[src/rtl/affine_scan_sequencer.sv]
// -----------------------------------------------------------------------------
// affine_scan_sequencer
//   Walks a 2D affine address pattern for each job descriptor taken from the
//   cfg stream. Every beat accepted on the addr port advances an x/y scan and
//   a stride accumulator; addr = offset + acc. A one-deep pending slot holds
//   the next descriptor so consecutive jobs run without a bubble.
//
// Ports
//   clk, rst            clock, synchronous active-high reset
//   cfg_valid/ready     descriptor handshake (ready = pending slot empty)
//   cfg_offset          base address of the job
//   cfg_x_stride        accumulator step inside a row (zero-extended)
//   cfg_y_stride        accumulator step after the last beat of a row
//   cfg_x_max/y_max     last x / y index of the scan
//   addr_valid/ready    address beat handshake
//   addr, addr_last     beat address, high on the final beat of a job
//   busy                a job is running or the pending slot is full
//   done                one-cycle pulse after the final beat is accepted
// -----------------------------------------------------------------------------
module affine_scan_sequencer #(
  parameter int AW  = 32,
  parameter int XSW = 16,
  parameter int CW  = 32
) (
  input  logic           clk,
  input  logic           rst,
  input  logic           cfg_valid,
  output logic           cfg_ready,
  input  logic [AW-1:0]  cfg_offset,
  input  logic [XSW-1:0] cfg_x_stride,
  input  logic [AW-1:0]  cfg_y_stride,
  input  logic [CW-1:0]  cfg_x_max,
  input  logic [CW-1:0]  cfg_y_max,
  output logic           addr_valid,
  input  logic           addr_ready,
  output logic [AW-1:0]  addr,
  output logic           addr_last,
  output logic           busy,
  output logic           done
);

  typedef enum logic {IDLE, RUN} state_e;

  typedef struct packed {
    logic [AW-1:0]  offset;
    logic [XSW-1:0] xs;
    logic [AW-1:0]  ys;
    logic [CW-1:0]  xm;
    logic [CW-1:0]  ym;
  } desc_t;

  state_e        state_q, state_d;
  desc_t         act_q, act_d;
  desc_t         pend_q, pend_d;
  logic          pend_full_q, pend_full_d;
  logic [AW-1:0] acc_q, acc_d;
  logic [CW-1:0] x_q, x_d;
  logic [CW-1:0] y_q, y_d;
  logic [AW-1:0] addr_q, addr_d;
  logic          addr_valid_q, addr_valid_d;
  logic          addr_last_q, addr_last_d;
  logic          done_q, done_d;

  desc_t cfg_desc;
  desc_t start_desc;
  logic  cfg_hs;
  logic  beat;
  logic  last_beat;
  logic  start_job;

  always_comb begin
    cfg_desc.offset = cfg_offset;
    cfg_desc.xs     = cfg_x_stride;
    cfg_desc.ys     = cfg_y_stride;
    cfg_desc.xm     = cfg_x_max;
    cfg_desc.ym     = cfg_y_max;
  end

  assign cfg_hs    = cfg_valid && !pend_full_q;
  assign beat      = addr_valid_q && addr_ready;
  assign last_beat = beat && addr_last_q;

  always_comb begin
    // NOTE: every always_comb output gets a default first so no path
    // leaves it unassigned, which would otherwise infer a latch.
    state_d      = state_q;
    act_d        = act_q;
    pend_d       = pend_q;
    pend_full_d  = pend_full_q;
    acc_d        = acc_q;
    x_d          = x_q;
    y_d          = y_q;
    addr_d       = addr_q;
    addr_valid_d = addr_valid_q;
    addr_last_d  = addr_last_q;
    done_d       = last_beat;
    start_job    = 1'b0;
    start_desc   = cfg_desc;

    case (state_q)
      IDLE: begin
        if (cfg_hs) start_job = 1'b1;
      end
      RUN: begin
        // A descriptor arriving together with the final beat of a job with
        // nothing pending becomes the next active job directly.
        if (cfg_hs && !last_beat) begin
          pend_d      = cfg_desc;
          pend_full_d = 1'b1;
        end
        if (last_beat) begin
          if (pend_full_q) begin
            start_job   = 1'b1;
            start_desc  = pend_q;
            pend_full_d = 1'b0;
          end else if (cfg_hs) begin
            start_job = 1'b1;
          end else begin
            state_d      = IDLE;
            addr_valid_d = 1'b0;
            addr_last_d  = 1'b0;
          end
        end else if (beat) begin
          if (x_q != act_q.xm) begin
            x_d   = x_q + CW'(1);
            acc_d = acc_q + AW'(act_q.xs);
          end else begin
            x_d   = '0;
            y_d   = y_q + CW'(1);
            acc_d = acc_q + act_q.ys;
          end
          addr_d      = act_q.offset + acc_d;
          addr_last_d = (x_d == act_q.xm) && (y_d == act_q.ym);
        end
      end
      default: state_d = IDLE;
    endcase

    if (start_job) begin
      state_d      = RUN;
      act_d        = start_desc;
      acc_d        = '0;
      x_d          = '0;
      y_d          = '0;
      addr_d       = start_desc.offset;
      addr_valid_d = 1'b1;
      addr_last_d  = (start_desc.xm == '0) && (start_desc.ym == '0);
    end
  end

  // NOTE: sequential state uses non-blocking assignments so every register
  // samples its pre-edge next-state value regardless of statement order.
  always_ff @(posedge clk) begin
    if (rst) begin
      state_q      <= IDLE;
      pend_full_q  <= 1'b0;
      acc_q        <= '0;
      x_q          <= '0;
      y_q          <= '0;
      addr_q       <= '0;
      addr_valid_q <= 1'b0;
      addr_last_q  <= 1'b0;
      done_q       <= 1'b0;
    end else begin
      state_q      <= state_d;
      pend_full_q  <= pend_full_d;
      acc_q        <= acc_d;
      x_q          <= x_d;
      y_q          <= y_d;
      addr_q       <= addr_d;
      addr_valid_q <= addr_valid_d;
      addr_last_q  <= addr_last_d;
      done_q       <= done_d;
    end
  end

  // NOTE: descriptor storage is not reset; it is only read after a
  // handshake has written it, so a reset would just add fan-out.
  always_ff @(posedge clk) begin
    act_q  <= act_d;
    pend_q <= pend_d;
  end

  assign cfg_ready  = !pend_full_q;
  assign busy       = (state_q == RUN) || pend_full_q;
  assign addr_valid = addr_valid_q;
  assign addr       = addr_q;
  assign addr_last  = addr_last_q;
  assign done       = done_q;

endmodule

[config.mk]
export PLATFORM = sky130hd
export DESIGN_NAME = affine_scan_sequencer
export DESIGN_NICKNAME = d
export VERILOG_FILES = /design/src/rtl/affine_scan_sequencer.sv
export SDC_FILE = /design/constraint.sdc
export NUM_CORES = 1
export LEC_CHECK = 0
export BUFFER_PORTS_ARGS = -buffer_cell sky130_fd_sc_hd__buf_2
export CORE_ASPECT_RATIO = 0.8
export CORE_MARGIN = 5
export CORE_UTILIZATION = 45
export CTS_CLUSTER_SIZE = 14
export DETAILED_ROUTE_END_ITERATION = 7
export PLACE_DENSITY = 0.61
export REMOVE_ABC_BUFFERS = 1
export SLEW_MARGIN = 20
export SYNTH_ARGS = -nofsm -noshare
export SYNTH_HDL_FRONTEND = slang
export SYNTH_SLANG_ARGS = --single-unit
[constraint.sdc]
create_clock -name clk -period 13 [get_ports clk]
set_input_delay 1.95 -clock clk [delete_from_list [all_inputs] [get_ports clk]]
set_output_delay 1.95 -clock clk [all_outputs]
set_load 0.02 [all_outputs]
==> flow_results.org, run 1 <==
** Layout
- In the final design database the tool counted 2,409 nets.
- Non-filler cells, final :: 2,860
- Most frequent cells in the layout :: sky130_fd_sc_hd__edfxtp_1, sky130_fd_sc_hd__nand2_1, sky130_fd_sc_hd__buf_2
- Layout cells sized above 1 :: 20.3%
- Leaving out fill and tap cells, the most frequent cell in the layout is sky130_fd_sc_hd__edfxtp_1.
- Fillers :: 4,293
- Layout overhead on the synthesized area :: 13.7%
- ANT cells :: 0

** STA
- For the pin with the worst max-slew slack, the measured transition is 1.14 ns.
- Dividing the final minimum period by the clock period gives 55.3%.
- The worst pin sits at a relative slew slack of 23.8%.
- Clock period minus worst slack :: 7.19 ns
- Unrepaired setup endpoints after global routing :: no
- Highest achievable clock rate :: 139 MHz
- The count of final max-slew check failures was 0.
- The hold violation total from the final report came to 0.
- Adding up every negative setup slack in the final design gives 0 ns.
- The clock arrives with 0.0376 ns of skew.
- Total setup violations reported at the end of the flow :: 0

** Logic synthesis
- Post-synth top area share :: 39.4%
- Mapped cell area :: 22,000 um2
- Post-synthesis cell type count :: 94
- For this run, the leading register cell type out of synthesis is sky130_fd_sc_hd__edfxtp_1.
- Gate count of the mapped netlist :: 2,045
- Part of the Yosys area used for sequential elements :: 51.5%
- During synthesis, Yosys emitted a total of 0 warnings.
- Async set or reset register ratio after synthesis :: 0%
- Of all cell types, the one taking the most synthesized area is sky130_fd_sc_hd__edfxtp_1.
- Number of synthesized flops with an enable pin :: 288
- Cell types with the largest area share after synthesis :: sky130_fd_sc_hd__edfxtp_1, sky130_fd_sc_hd__dfxtp_1, sky130_fd_sc_hd__mux2_2
- Each instance of the synthesized netlist takes up on average 10.7 um2.
- The synthesized design contains 421 register bits.

** Critical path
- In this run the worst path has a maximum fanout of 35.
- STA classifies the critical path endpoint as a register.
- Data on the critical path is required at its endpoint by 13.46 ns.
- The worst setup path is launched from a register.
- The critical path is of the register to register type.
- Data arrives at the worst endpoint at 7.65 ns.

** Clocking
- The longest clock path from root to sink contains 3 buffers.
- Clock tree synthesis found a total of 421 sinks.
- TritonCTS clock tree :: yes
- After clock tree synthesis, the clock-pin slew on the worst setup and hold paths is 0.06 ns.
- Post-CTS setup-driven buffer insertion count :: 0
- TritonCTS created 44 clock buffers.
- Gates resized during post-CTS repair numbered 0.
- Worst skew pair latency :: 0.59 ns
- Buffers inserted to repair hold after CTS numbered 0.
- Root Driver :: sky130_fd_sc_hd__clkbuf_16
- H-tree levels :: 2

** GRT
- The first global-routing pass estimated 90,500 um of wire.
- Total grt overflow :: 0
- Entering global routing, the biggest net connects 110 pins.
- Antenna violations before repair :: 1
- The via count of the first global-routing pass was 15.8k.
- Global routing used 21.1% of the available tracks.

** Routing
- In this run, the number of DRC markers left after iteration 0 of detailed routing was 1,505.
- The first detailed-routing pass ran for 5 iterations.
- DRC errors left :: 0
- In the detailed route, the total length drawn on met2 is 24,700 um.
- Wire segments on met3 add up to 4040 um in the final route.
- Residual antenna-violating net count after detailed routing :: 0
- Vias after detailed routing :: 16.4k
- Wire length per cell after detailed routing :: 20.4 um
- Uppermost layer routed :: met4
- The detailed router put a total of 28,700 um of wire on met1.
- Using the TritonRoute via totals, the vias-per-cell ratio works out to 5.73.
- After detailed routing, the total wire length is 58,200 um.

** Power
- Power spread over the standard cell area amounts to 132 nW/um2.
- Worst IR drop on VDD :: 0.0849 mV
- For this design the static power due to leakage is 0.00926 uW.

** Placed design
- Routability congestion estimate :: 0.914
- In this run, placement finished with an instance count of 2,777.
- DP HPWL :: 40,500 um
- In this run the tool buffered the top-level ports with 184 buffer cells.

** Run
- The tool flagged a number of max-cap violations equal to 0.

** Min path
- The tightest min-delay check is of the register to register type.

** Floorplanning
- For this design the top-level I/O count stands at 185.
- The die is 257 um wide.
- Initial standard-cell utilization of the core :: 45.5%
- Row count :: 72
- Die Area :: 53,300 um2
- In this run the vertical extent of the chip is 208 um.
- Core Box Area :: 48,300 um2

** Outcome
- The flow ran to the end, and the final reports show no timing, DRC or antenna violations.
## critical path, cell delays in order, from the launching register on
cell                        delay (ns)
sky130_fd_sc_hd__dfxtp_1          0.46
sky130_fd_sc_hd__xor2_1           0.15
sky130_fd_sc_hd__nor4_1           0.53
sky130_fd_sc_hd__nand4_2          0.24
sky130_fd_sc_hd__or2_1            0.50
sky130_fd_sc_hd__buf_4            0.40
sky130_fd_sc_hd__nand2_1          0.13
sky130_fd_sc_hd__nand2_1          0.07
sky130_fd_sc_hd__ha_1             0.39
sky130_fd_sc_hd__o21ai_0          0.12
sky130_fd_sc_hd__a21oi_1          0.21
sky130_fd_sc_hd__nand3_1          0.10
sky130_fd_sc_hd__o21ai_1          0.41
sky130_fd_sc_hd__a21oi_1          0.22
sky130_fd_sc_hd__o21ai_0          0.26
sky130_fd_sc_hd__xor2_1           0.24
sky130_fd_sc_hd__ha_1             0.33
sky130_fd_sc_hd__nand4_1          0.15
sky130_fd_sc_hd__nor2_1           0.10
sky130_fd_sc_hd__o2111ai_1        0.12
sky130_fd_sc_hd__o21ai_1          0.15
sky130_fd_sc_hd__o41ai_1          0.73
sky130_fd_sc_hd__o21ai_1          0.29
sky130_fd_sc_hd__a41oi_1          0.40
sky130_fd_sc_hd__nor3b_1          0.09
sky130_fd_sc_hd__a211oi_1         0.22
sky130_fd_sc_hd__nor3_1           0.06
## through the flow
| stage | total power [uW] | instance area, um2 | hold slack [ns] | setup WS [ns] | utilization [%] |
|---|---|---|---|---|---|
| global placement | 1970 | 23400 | 0.445 | 6.24 | 48.4 |
| CTS | 3330 | 24900 | 0.457 | 6.01 | 51.6 |
| detailed placement | 1980 | 23400 | 0.450 | 6.04 | 48.4 |
| floorplan | 1840 | 21500 | 0.436 | 0.224 | - |
| finish | 3300 | 25000 | 0.451 | 5.81 | 51.7 |
| global route | 3440 | 25000 | 0.478 | 5.34 | 51.7 |
## flip-flops by register name (all words and copies together), names as in the netlist, 32 cells and up
name,count
act_q,144
pend_q,144
acc_q,32
addr,32
x_q,32
y_q,32
## synthesized netlist by cell type (6+ instances only)
| master | instances |
|---|---|
| sky130_fd_sc_hd__edfxtp_1 | 288 |
| sky130_fd_sc_hd__nand2_1 | 245 |
| sky130_fd_sc_hd__a21oi_1 | 162 |
| sky130_fd_sc_hd__nor2_1 | 159 |
| sky130_fd_sc_hd__mux2_2 | 145 |
| sky130_fd_sc_hd__dfxtp_1 | 133 |
| sky130_fd_sc_hd__xnor2_1 | 103 |
| sky130_fd_sc_hd__xor2_1 | 94 |
| sky130_fd_sc_hd__o21ai_0 | 82 |
| sky130_fd_sc_hd__clkbuf_1 | 68 |
| sky130_fd_sc_hd__ha_1 | 64 |
| sky130_fd_sc_hd__nor3_1 | 52 |
| sky130_fd_sc_hd__nand3_1 | 45 |
| sky130_fd_sc_hd__inv_1 | 32 |
| sky130_fd_sc_hd__nand4_1 | 25 |
| sky130_fd_sc_hd__nor4_1 | 25 |
| sky130_fd_sc_hd__or3_1 | 24 |
| sky130_fd_sc_hd__a21o_1 | 23 |
| sky130_fd_sc_hd__and2_1 | 23 |
| sky130_fd_sc_hd__and3_1 | 17 |
| sky130_fd_sc_hd__a31oi_1 | 11 |
| sky130_fd_sc_hd__buf_1 | 11 |
| sky130_fd_sc_hd__buf_6 | 10 |
| sky130_fd_sc_hd__o21ai_1 | 10 |
| sky130_fd_sc_hd__a311oi_1 | 9 |
| sky130_fd_sc_hd__o211ai_1 | 9 |
| sky130_fd_sc_hd__a211oi_1 | 7 |
| sky130_fd_sc_hd__nor2b_1 | 7 |
| sky130_fd_sc_hd__a211o_1 | 6 |
| sky130_fd_sc_hd__and4_1 | 6 |
| sky130_fd_sc_hd__buf_2 | 6 |
| sky130_fd_sc_hd__nor4_2 | 6 |
| sky130_fd_sc_hd__o21a_1 | 6 |
| sky130_fd_sc_hd__o21bai_1 | 6 |
## final cells by class
| type | instances | area (um2) | area share, % |
|---|---|---|---|
| Multi-Input combinational cell | 1495 | 10100 | 40.5 |
| Clock buffer | 58 | 1260 | 5.03 |
| Sequential cell | 421 | 11300 | 45.3 |
| Clock inverter | 24 | 285 | 1.14 |
| Tap cell | 629 | 787 | 3.15 |
| Timing Repair Buffer | 200 | 1080 | 4.32 |
| Inverter | 33 | 129 | 0.516 |
## final timing paths
| path | startpoint | to | slack (ns) | cells after the start |
|---|---|---|---|---|
| max | x_q[21] | addr[30] | 5.81 | 26 |
| min | addr[0] | addr[0] | 0.45 | 2 |
| max reg2reg | x_q[21] | addr[30] | 5.81 | 26 |
| min reg2reg | addr[0] | addr[0] | 0.45 | 2 |
## layer usage
metal	global-route usage [%]	up-vias
li1	-	7779
met4	4.59	0
met3	3.64	60
met2	30.6	533
met5	0	-
met1	33.0	8008
## kinds of logic (layout without fill, tap and decap cells)
group                    Yosys count  count (layout)  share of synthesized area, %
AND/OR/NAND/NOR                  691             691                          15.5
flip-flops                       421             421                          51.5
AO/OA/AOI/OAI                    390             390                          10.9
XOR/XNOR                         197             197                          7.86
multiplexers                     150             150                          7.67
buffers and inverters            129             315                          2.63
adder cells (fa/ha/maj)           67              67                          3.87
## where the power goes
group / leakage [uW] / internal (uW) / switching (uW)
Clock: 0.000750 / 801 / 550
Sequential: 0.00377 / 1510 / 33.7
Combinational: 0.00474 / 149 / 258
Total: 0.00926 / 2460 / 842
Note: power is estimated with default switching activity, not from simulation.
==> run 2, diff against run 1 <==
--- a/config.mk
+++ b/config.mk
@@ -11,7 +11,7 @@
 export CORE_UTILIZATION = 45
 export CTS_CLUSTER_SIZE = 14
 export DETAILED_ROUTE_END_ITERATION = 7
-export PLACE_DENSITY = 0.61
+export PLACE_DENSITY = 0.59
 export REMOVE_ABC_BUFFERS = 1
 export SLEW_MARGIN = 20
 export SYNTH_ARGS = -nofsm -noshare
==> constraint.sdc (replaced) <==
create_clock -name clk -period 7.1 [get_ports clk]
set_input_delay 1.065 -clock clk [delete_from_list [all_inputs] [get_ports clk]]
set_output_delay 1.065 -clock clk [all_outputs]
set_load 0.02 [all_outputs]
==> run 2 against run 1 <==
Against the previous run: register-to-register slack got worse by 5.4 ns; global-route usage hardly changed; sequential share of layout area about the same; clock power increased by 79%; count of clock-buffer cells in the layout up 4; wire length grew 0.51%; via count fell by 0.29%; worst hold slack improved by 0.0032 ns; core utilization about the same; largest cell class unchanged; die area did not move; clock skew is 0.020 ns lower.
==> flow_results.org, run 2 (same netlist as run 1, synthesis figures left out) <==
** Outcome
- The flow ran to the end, and the final reports show no timing, DRC or antenna violations.

** Routing
- The number of routed nets with antenna violations came to 0 (unchanged).
- The final routed wire length divided by cell count is 20.4 um (+0.30%).
- Vias after detailed routing :: 16.3k (-0.29%)
- The post-detailed-route via-to-cell ratio is 5.70 (-0.50%).
- The post-route DRC violation count was 0 (unchanged).
- Detailed Route Iter0 Violations :: 1,356 (-9.9%)
- The overall routed net length came to 58,500 um (+0.51%).
- The number of detailed-routing iterations run before antenna repair is 7 (+2).

** Critical path
- Start-to-end type of the worst setup path :: register to register
- Launching instance or port of the critical path :: act_q[58]
- Endpoint class of the critical path :: register
- The peak per-stage delay on the critical path is 0.50 ns (-0.23 ns).
- The endpoint identified for the worst register-to-register timing path is addr[31].
- In this run the critical register-to-register path is launched from act_q[58].
- Slowest cell on the critical path :: sky130_fd_sc_hd__nor4_2
- The endpoint required time on the critical path was 7.55 ns (-5.91 ns).
- The minimum setup slack among reg-to-reg paths came to 0.44 ns (-5.37 ns).
- Critical path's top delay family :: compound AO/OA/AOI/OAI gates
- Critical path startpoint category :: register
- The most critical setup path has its endpoint at addr[31].
- WP buf/inv :: 1 (unchanged)
- Reg2Reg Depth :: 28 (+7.7%)
- The largest fanout on the critical path came to 5 (-86%).
- The worst endpoint data arrival time came to 7.11 ns (-0.54 ns).
- Worst path depth :: 28 (+7.7%)

** Run
- Maxcap violations :: 0 (unchanged)

** Layout
- The antenna diode instance count is 0 (unchanged).
- Number of nets in the final layout :: 2,416 (+0.29%)
- Area of the multi-input gates :: 10,100 um2 (+0.15%)
- Commonest non-fill, non-tap cell in the layout :: sky130_fd_sc_hd__edfxtp_1
- The final cell count without fillers is 2,866 (+0.21%).
- The fraction of layout instances using a drive strength above 1 came to 20.7% (+0.39 points).
- Top flop regs :: act_q x144, pend_q x144
- Fillers :: 4,286 (-0.16%)
- Most frequent cells in the layout :: sky130_fd_sc_hd__edfxtp_1, sky130_fd_sc_hd__nand2_1, sky130_fd_sc_hd__buf_2
- The area added between synthesis and finish was 13.7% (about the same).
- Final standard cell area without fillers :: 25,000 um2 (about the same)
- The sequential cell area in the final layout came to 11,300 um2 (unchanged).

** Power
- Pwr/cell area :: 240 nW/um2 (+81%)
- Power share of the sequential group :: 47.2% (+0.4 points)
- The switching power as a share of total power came to 25.9% (+0.45 points).
- Switching power summed over all nets :: 1550 uW (+85%)
- Combinational share of power :: 12.4% (about the same)
- The leakage power total came to 0.00927 uW (+0.14%).
- The internal power component is 4440 uW (+80%).
- The clock network power share is 40.4% (-0.5 points).
- Worst IR drop on VDD :: 0.224 mV (+160%)

** Floorplanning
- The floorplan row count came to 72 (unchanged).
- Core Box Area :: 48,300 um2 (unchanged)
- The horizontal die dimension was 257 um (unchanged).
- The number of ports placed on the die boundary is 185 (unchanged).
- The starting density of the core came to 45.5% (unchanged).
- Floorplan die height :: 208 um (unchanged)
- Die Area :: 53,300 um2 (unchanged)

** STA
- Slew at the pin closest to its max-slew limit :: 0.945 ns (-0.198 ns)
- The number of setup violations in the final report came to 0 (unchanged).
- Relative slew slack :: 37.0% (+13 points)
- Final clock period utilization by the worst path :: 93.8% (+39 points)
- Hold violation count in the final report :: 0 (unchanged)
- Final setup skew :: 0.0173 ns (-0.0203 ns)
- Final max-slew violation count :: 0 (unchanged)
- Setup repair after global routing left no endpoint under its margin.
- The slack of the critical path is 0.439 ns (-5.37 ns).
- The post-layout minimum cycle time came to 6.66 ns (-0.528 ns).
- The top achievable clock speed was 150 MHz (+7.9%).

** Clocking
- Clock sink count :: 421 (unchanged)
- TritonCTS built the clock tree.
- H-tree levels :: 2 (unchanged)
- Clock buffer depth :: 3 (unchanged)
- Root Driver :: sky130_fd_sc_hd__clkbuf_16
- Worst skew pair latency :: 0.59 ns (about the same)
- The total clock buffers created by CTS is 45 (+2.3%).
- The clock transition at the registers of the reported paths is 0.06 ns (about the same).
- The number of post-CTS setup repair buffers came to 0 (unchanged).

** GRT
- The initial antenna violation count came to 3 (+2).
- The via count of the first global-routing pass is 15.5k (-1.5%).
- Global-route total usage across every layer :: 21.0% (-0.038 points)
- Total grt overflow :: 0 (unchanged)
- The pin count of the biggest net entering global routing was 82 (-25%).
- The global-route wire length before repair came to 90,200 um (-0.36%).

** Placed design
- The number of port buffers is 184 (unchanged).
- The placement-stage cell area was 23,400 um2 (+0.21%).
- DP Cell Count :: 2,784 (+0.25%)
- DP HPWL :: 41,400 um (+2.2%)
- Routability congestion estimate :: 0.930 (+1.8%)
- The setup slack at placement is 0.446 ns (-5.59 ns).

** Min path
- Hold crit path type :: register to register
[run 2: cell count changes in the layout (fill, tap and decap cells not counted), moves of 2 or more]
cell	change
sky130_fd_sc_hd__o21ai_2	+2
sky130_fd_sc_hd__bufinv_16	-2
sky130_fd_sc_hd__clkinv_1	-5
sky130_fd_sc_hd__buf_4	+7
sky130_fd_sc_hd__clkbuf_1	+5
sky130_fd_sc_hd__o21ai_1	-2
[run 2: per-layer routing]
| layer | part of all wire [%] | up-vias | GRT usage (%) |
|---|---|---|---|
| met5 | 0.044 | - | 0 |
| met2 | 42 | 521 | 30.2 |
| met1 | 48 | 7928 | 32.5 |
| met3 | 7.7 | 79 | 4.82 |
| li1 | - | 7801 | - |
| met4 | 1.9 | 4 | 4.59 |
[run 2: worst reg2reg max path, delay by kind of cell (launching register included)]
family,cells,cell delay [ns]
AND/OR/NAND/NOR,10,2.13
AO/OA/AOI/OAI,11,2.37
flip-flops,1,0.44
buffers and inverters,1,0.07
adder cells (fa/ha/maj),3,0.95
XOR/XNOR,2,0.38
multiplexers,1,0.20
[run 2: layout make-up]
class	count	share of cell area (%)
multi-input combinational	1495	40.6
clock inverter	20	0.997
inverter	33	0.516
timing repair buffer	206	4.41
sequential	421	45.3
tap	629	3.15
clock buffer	62	5.05
[run 2: metrics by stage]
step                      power, uW  setup TNS, ns  util (%)  hold slack (ns)
after global placement         3610              0      48.5            0.445
after CTS                      6070              0      51.7            0.458
after floorplan                3370        -806.21         -            0.436
after detailed placement       3620              0      48.5            0.450
final                          6000              0      51.7            0.454
after global routing           6250              0      51.7            0.480
[run 2: worst min path at each step]
stage	from	endpoint	cells after the start
after floorplan	acc_q[30]	acc_q[30]	2
after global placement	acc_q[25]	acc_q[25]	2
after detailed placement	addr[0]	addr[0]	2
after CTS	addr[0]	addr[0]	2
after global routing	addr[0]	addr[0]	2
final	addr[0]	addr[0]	2
[run 2: power by group through the flow]
stage | registers (uW) | clock network, uW | logic [uW]
after floorplan | 2910 | 0 | 455
after global placement | 2880 | 0 | 730
after detailed placement | 2880 | 0 | 738
after CTS | 2830 | 2490 | 744
after global routing | 2840 | 2580 | 819
final | 2830 | 2420 | 745
[run 2: what timing repair did]
item | in CTS | in global routing
endpoints found under the setup margin | 0 | 3
resized for setup | 0 | 3
hold buffers | 0 | 0
hold endpoints to repair | 0 | 0
==> run 3, diff against run 2 <==
--- a/config.mk
+++ b/config.mk
@@ -11,7 +11,6 @@
 export CORE_UTILIZATION = 45
 export CTS_CLUSTER_SIZE = 14
 export DETAILED_ROUTE_END_ITERATION = 7
-export PLACE_DENSITY = 0.59
 export REMOVE_ABC_BUFFERS = 1
 export SLEW_MARGIN = 20
 export SYNTH_ARGS = -nofsm -noshare
==> constraint.sdc (replaced) <==
create_clock -name clk -period 7.4 [get_ports clk]
set_input_delay 1.11 -clock clk [delete_from_list [all_inputs] [get_ports clk]]
set_output_delay 1.11 -clock clk [all_outputs]
set_load 0.02 [all_outputs]
==> run 3 against run 2 <==
Against the previous run: sequential cell count is the same; final cell count stayed put; final area up 0.35%; count of clock-buffer cells in the layout is the same; clock skew decreased by 0.0049 ns; non-clock buffer count down 1; clock power barely moved; sequential power down 4%; worst setup slack better by 0.12 ns; largest power group unchanged; core utilization up 0.18 points; sequential share of layout area down 0.16 points; total power down 1.8%.
==> flow_results.org, run 3 (same netlist as run 1, synthesis figures left out) <==
** Floorplanning
- Die Area :: 53,300 um2 (unchanged)
- Core Box Area :: 48,300 um2 (unchanged)
- Floorplan die height :: 208 um (unchanged)
- Initial standard-cell utilization of the core :: 45.5% (unchanged)
- The horizontal die dimension was 257 um (unchanged).
- The number of ports placed on the die boundary was 185 (unchanged).
- Row count :: 72 (unchanged)

** Layout
- The library cells used most frequently in the layout, excluding fill and tap cells, are sky130_fd_sc_hd__edfxtp_1, sky130_fd_sc_hd__nand2_1, sky130_fd_sc_hd__buf_2.
- The antenna diode instance count is 0 (unchanged).
- Fillers :: 4,293 (+0.16%)
- Commonest non-fill, non-tap cell in the layout :: sky130_fd_sc_hd__edfxtp_1
- Register area :: 11,300 um2 (unchanged)
- Layout cells sized above 1 :: 20.7% (+0.045 points)
- Final standard cell area without fillers :: 25,100 um2 (+0.35%)
- The area taken by multi-input logic gates was 10,100 um2 (about the same).
- Number of nets in the final layout :: 2,415 (-0.041%)
- Compared with the post-synthesis result, the final layout area differs by 14.1%.
- Top flop regs :: act_q x144, pend_q x144

** Outcome
- The flow ran to the end, and the final reports show no timing, DRC or antenna violations.

** Critical path
- Start-to-end type of the worst setup path :: register to register
- Among all stages on the critical path, the largest delay is contributed by sky130_fd_sc_hd__o41ai_2.
- Reg-to-reg slack, setup :: 0.56 ns (+0.12 ns)
- Library cell appearing most often on the critical path :: sky130_fd_sc_hd__o21ai_1
- The worst setup path is captured at a register.
- Critical path startpoint category :: register
- Critical register-to-register path endpoint :: addr[30]
- The peak per-stage delay on the critical path was 0.51 ns (about the same).
- The worst endpoint data arrival time came to 7.30 ns (+0.19 ns).
- The endpoint required time on the critical path was 7.86 ns (+0.31 ns).
- The depth of the worst register-to-register path was 28 (unchanged).
- Startpoint of the worst-slack reg-to-reg timing path :: act_q[53]
- Tracing the worst setup path back leads to its startpoint at act_q[53].
- Worst setup path end :: addr[30]
- The largest fanout on the critical path was 11 (+6).

** Routing
- Vias after detailed routing :: 16.2k (-0.54%)
- Wire length per cell after detailed routing :: 20.2 um (-0.97%)
- The post-route DRC violation count is 0 (unchanged).
- Initial DRT Pass Iterations :: 5 (-2)
- The starting DRC count in detailed routing was 1,493 (+10%).
- Residual antenna-violating net count after detailed routing :: 0 (unchanged)
- Total Wirelength :: 57,900 um (-0.97%)
- The post-detailed-route via-to-cell ratio was 5.67 (-0.54%).

** GRT
- The pin count of the biggest net entering global routing is 86 (+4.9%).
- Antenna violations before repair :: 2 (-1)
- The total routing resource utilization after global routing came to 21.0% (-0.029 points).
- The remaining global-route overflow is 0 (unchanged).
- Global-route wire length before repair :: 90,200 um (about the same)
- The via count of the first global-routing pass was 15.7k (+0.93%).

** Clocking
- Clock sink count :: 421 (unchanged)
- The number of levels the H-tree was split into came to 2 (unchanged).
- The clock transition at the registers of the reported paths is 0.06 ns (about the same).
- Post-CTS setup-driven buffer insertion count :: 0 (unchanged)
- Root Driver :: sky130_fd_sc_hd__clkbuf_16
- Clock buffer depth :: 3 (unchanged)
- TritonCTS clock tree :: yes
- Total CTS buffers :: 45 (unchanged)
- The worst-skew pair later-pin latency was 0.58 ns (about the same).

** Placed design
- The number of port buffers is 184 (unchanged).
- Cell Area, Placed :: 23,400 um2 (about the same)
- The post-DP HPWL came to 41,000 um (-0.93%).
- The final weighted congestion in routability-driven placement came to 0.909 (-2.3%).

** STA
- The final clock period utilization by the worst path came to 92.4% (-1.4 points).
- Relative slew slack :: 31.8% (-5.2 points)
- Slew at the pin closest to its max-slew limit :: 1.02 ns (+0.0779 ns)
- Setup repair after global routing left no endpoint under its margin.
- Clock period minus worst slack :: 6.84 ns (+0.177 ns)
- Final setup skew :: 0.0124 ns (-0.00486 ns)
- Final max-slew violation count :: 0 (unchanged)
- The number of setup violations in the final report came to 0 (unchanged).
- The summed negative setup slack over all endpoints came to 0 ns (unchanged).
- Hold violation count in the final report :: 0 (unchanged)
- The top achievable clock speed was 146 MHz (-2.6%).

** Power
- The total power per unit cell area was 235 nW/um2 (-2.2%).
- LEAKAGE :: 0.00932 uW (+0.48%)
- The largest vdd supply drop came to 0.205 mV (-8.8%).
- Post-route total power :: 5890 uW (-1.8%)

** Run
- Maxcap violations :: 0 (unchanged)

** Min path
- In this run the worst hold path is classified as register to register.
## run 3: changes by cell type in the layout (fill, tap and decap cells not counted), sizes merged
| cell | delta |
|---|---|
| buf | -1 |
| clkinv | -2 |
| bufinv | +3 |
## run 3: timing repair
| item | 4_1_cts | 5_1_grt |
|---|---|---|
| endpoints found under the setup margin | 0 | 1 |
| hold buffers | 0 | 0 |
| gates resized for setup | 0 | 1 |
## run 3: stage by stage
step           hold WS (ns)  utilization [%]  cells  worst slack, ns
2_1_floorplan         0.436                -   1949            -4.54
3_3_place_gp          0.441             48.5   2783            0.656
3_5_place_dp          0.445             48.5   2783            0.519
4_1_cts               0.453             51.9   2866            0.454
5_1_grt               0.470             51.9   2866           0.0988
6_report              0.450             51.9   2866            0.562
## run 3: critical path: cells and delay by family, from the launching register on
| kind | cells | cell delay, ns |
|---|---|---|
| simple gates | 9 | 1.65 |
| fa+ha+maj | 3 | 0.86 |
| xor+xnor | 2 | 0.35 |
| buf+inv | 1 | 0.07 |
| compound gates | 13 | 3.37 |
| flops | 1 | 0.42 |
## run 3: worst min-delay path by stage
| stage | startpoint | end | slack [ns] | cells past startpoint |
|---|---|---|---|---|
| after floorplan | acc_q[30] | acc_q[30] | 0.44 | 2 |
| after global placement | addr[1] | addr[1] | 0.44 | 2 |
| after detailed placement | addr[1] | addr[1] | 0.44 | 2 |
| after CTS | addr[1] | addr[1] | 0.45 | 2 |
| after global routing | addr[0] | addr[0] | 0.47 | 2 |
| final | addr[1] | addr[1] | 0.45 | 2 |
## run 3: report_power, final
group / switching (uW) / internal [uW]
sequential: 59.1 / 2660
clock: 967 / 1490
combinational: 455 / 263
## run 3: area by class of cell
class | count | share of cell area [%]
multi-input cells | 1495 | 40.4
repair buffers | 205 | 4.35
flip-flops and latches | 421 | 45.1
inverters | 33 | 0.514
well taps | 629 | 3.14
clock inverters | 21 | 1.19
clock buffers | 62 | 5.24
## run 3: metal layers
metal / part of all wire (%) / GRT usage [%] / vias to the layer above
met2: 42 / 29.9 / 553
met3: 7.9 / 4.77 / 89
li1: - / - / 7813
met1: 48 / 32.3 / 7787
met5: 0.012 / 0 / -
met4: 2.2 / 5.50 / 2
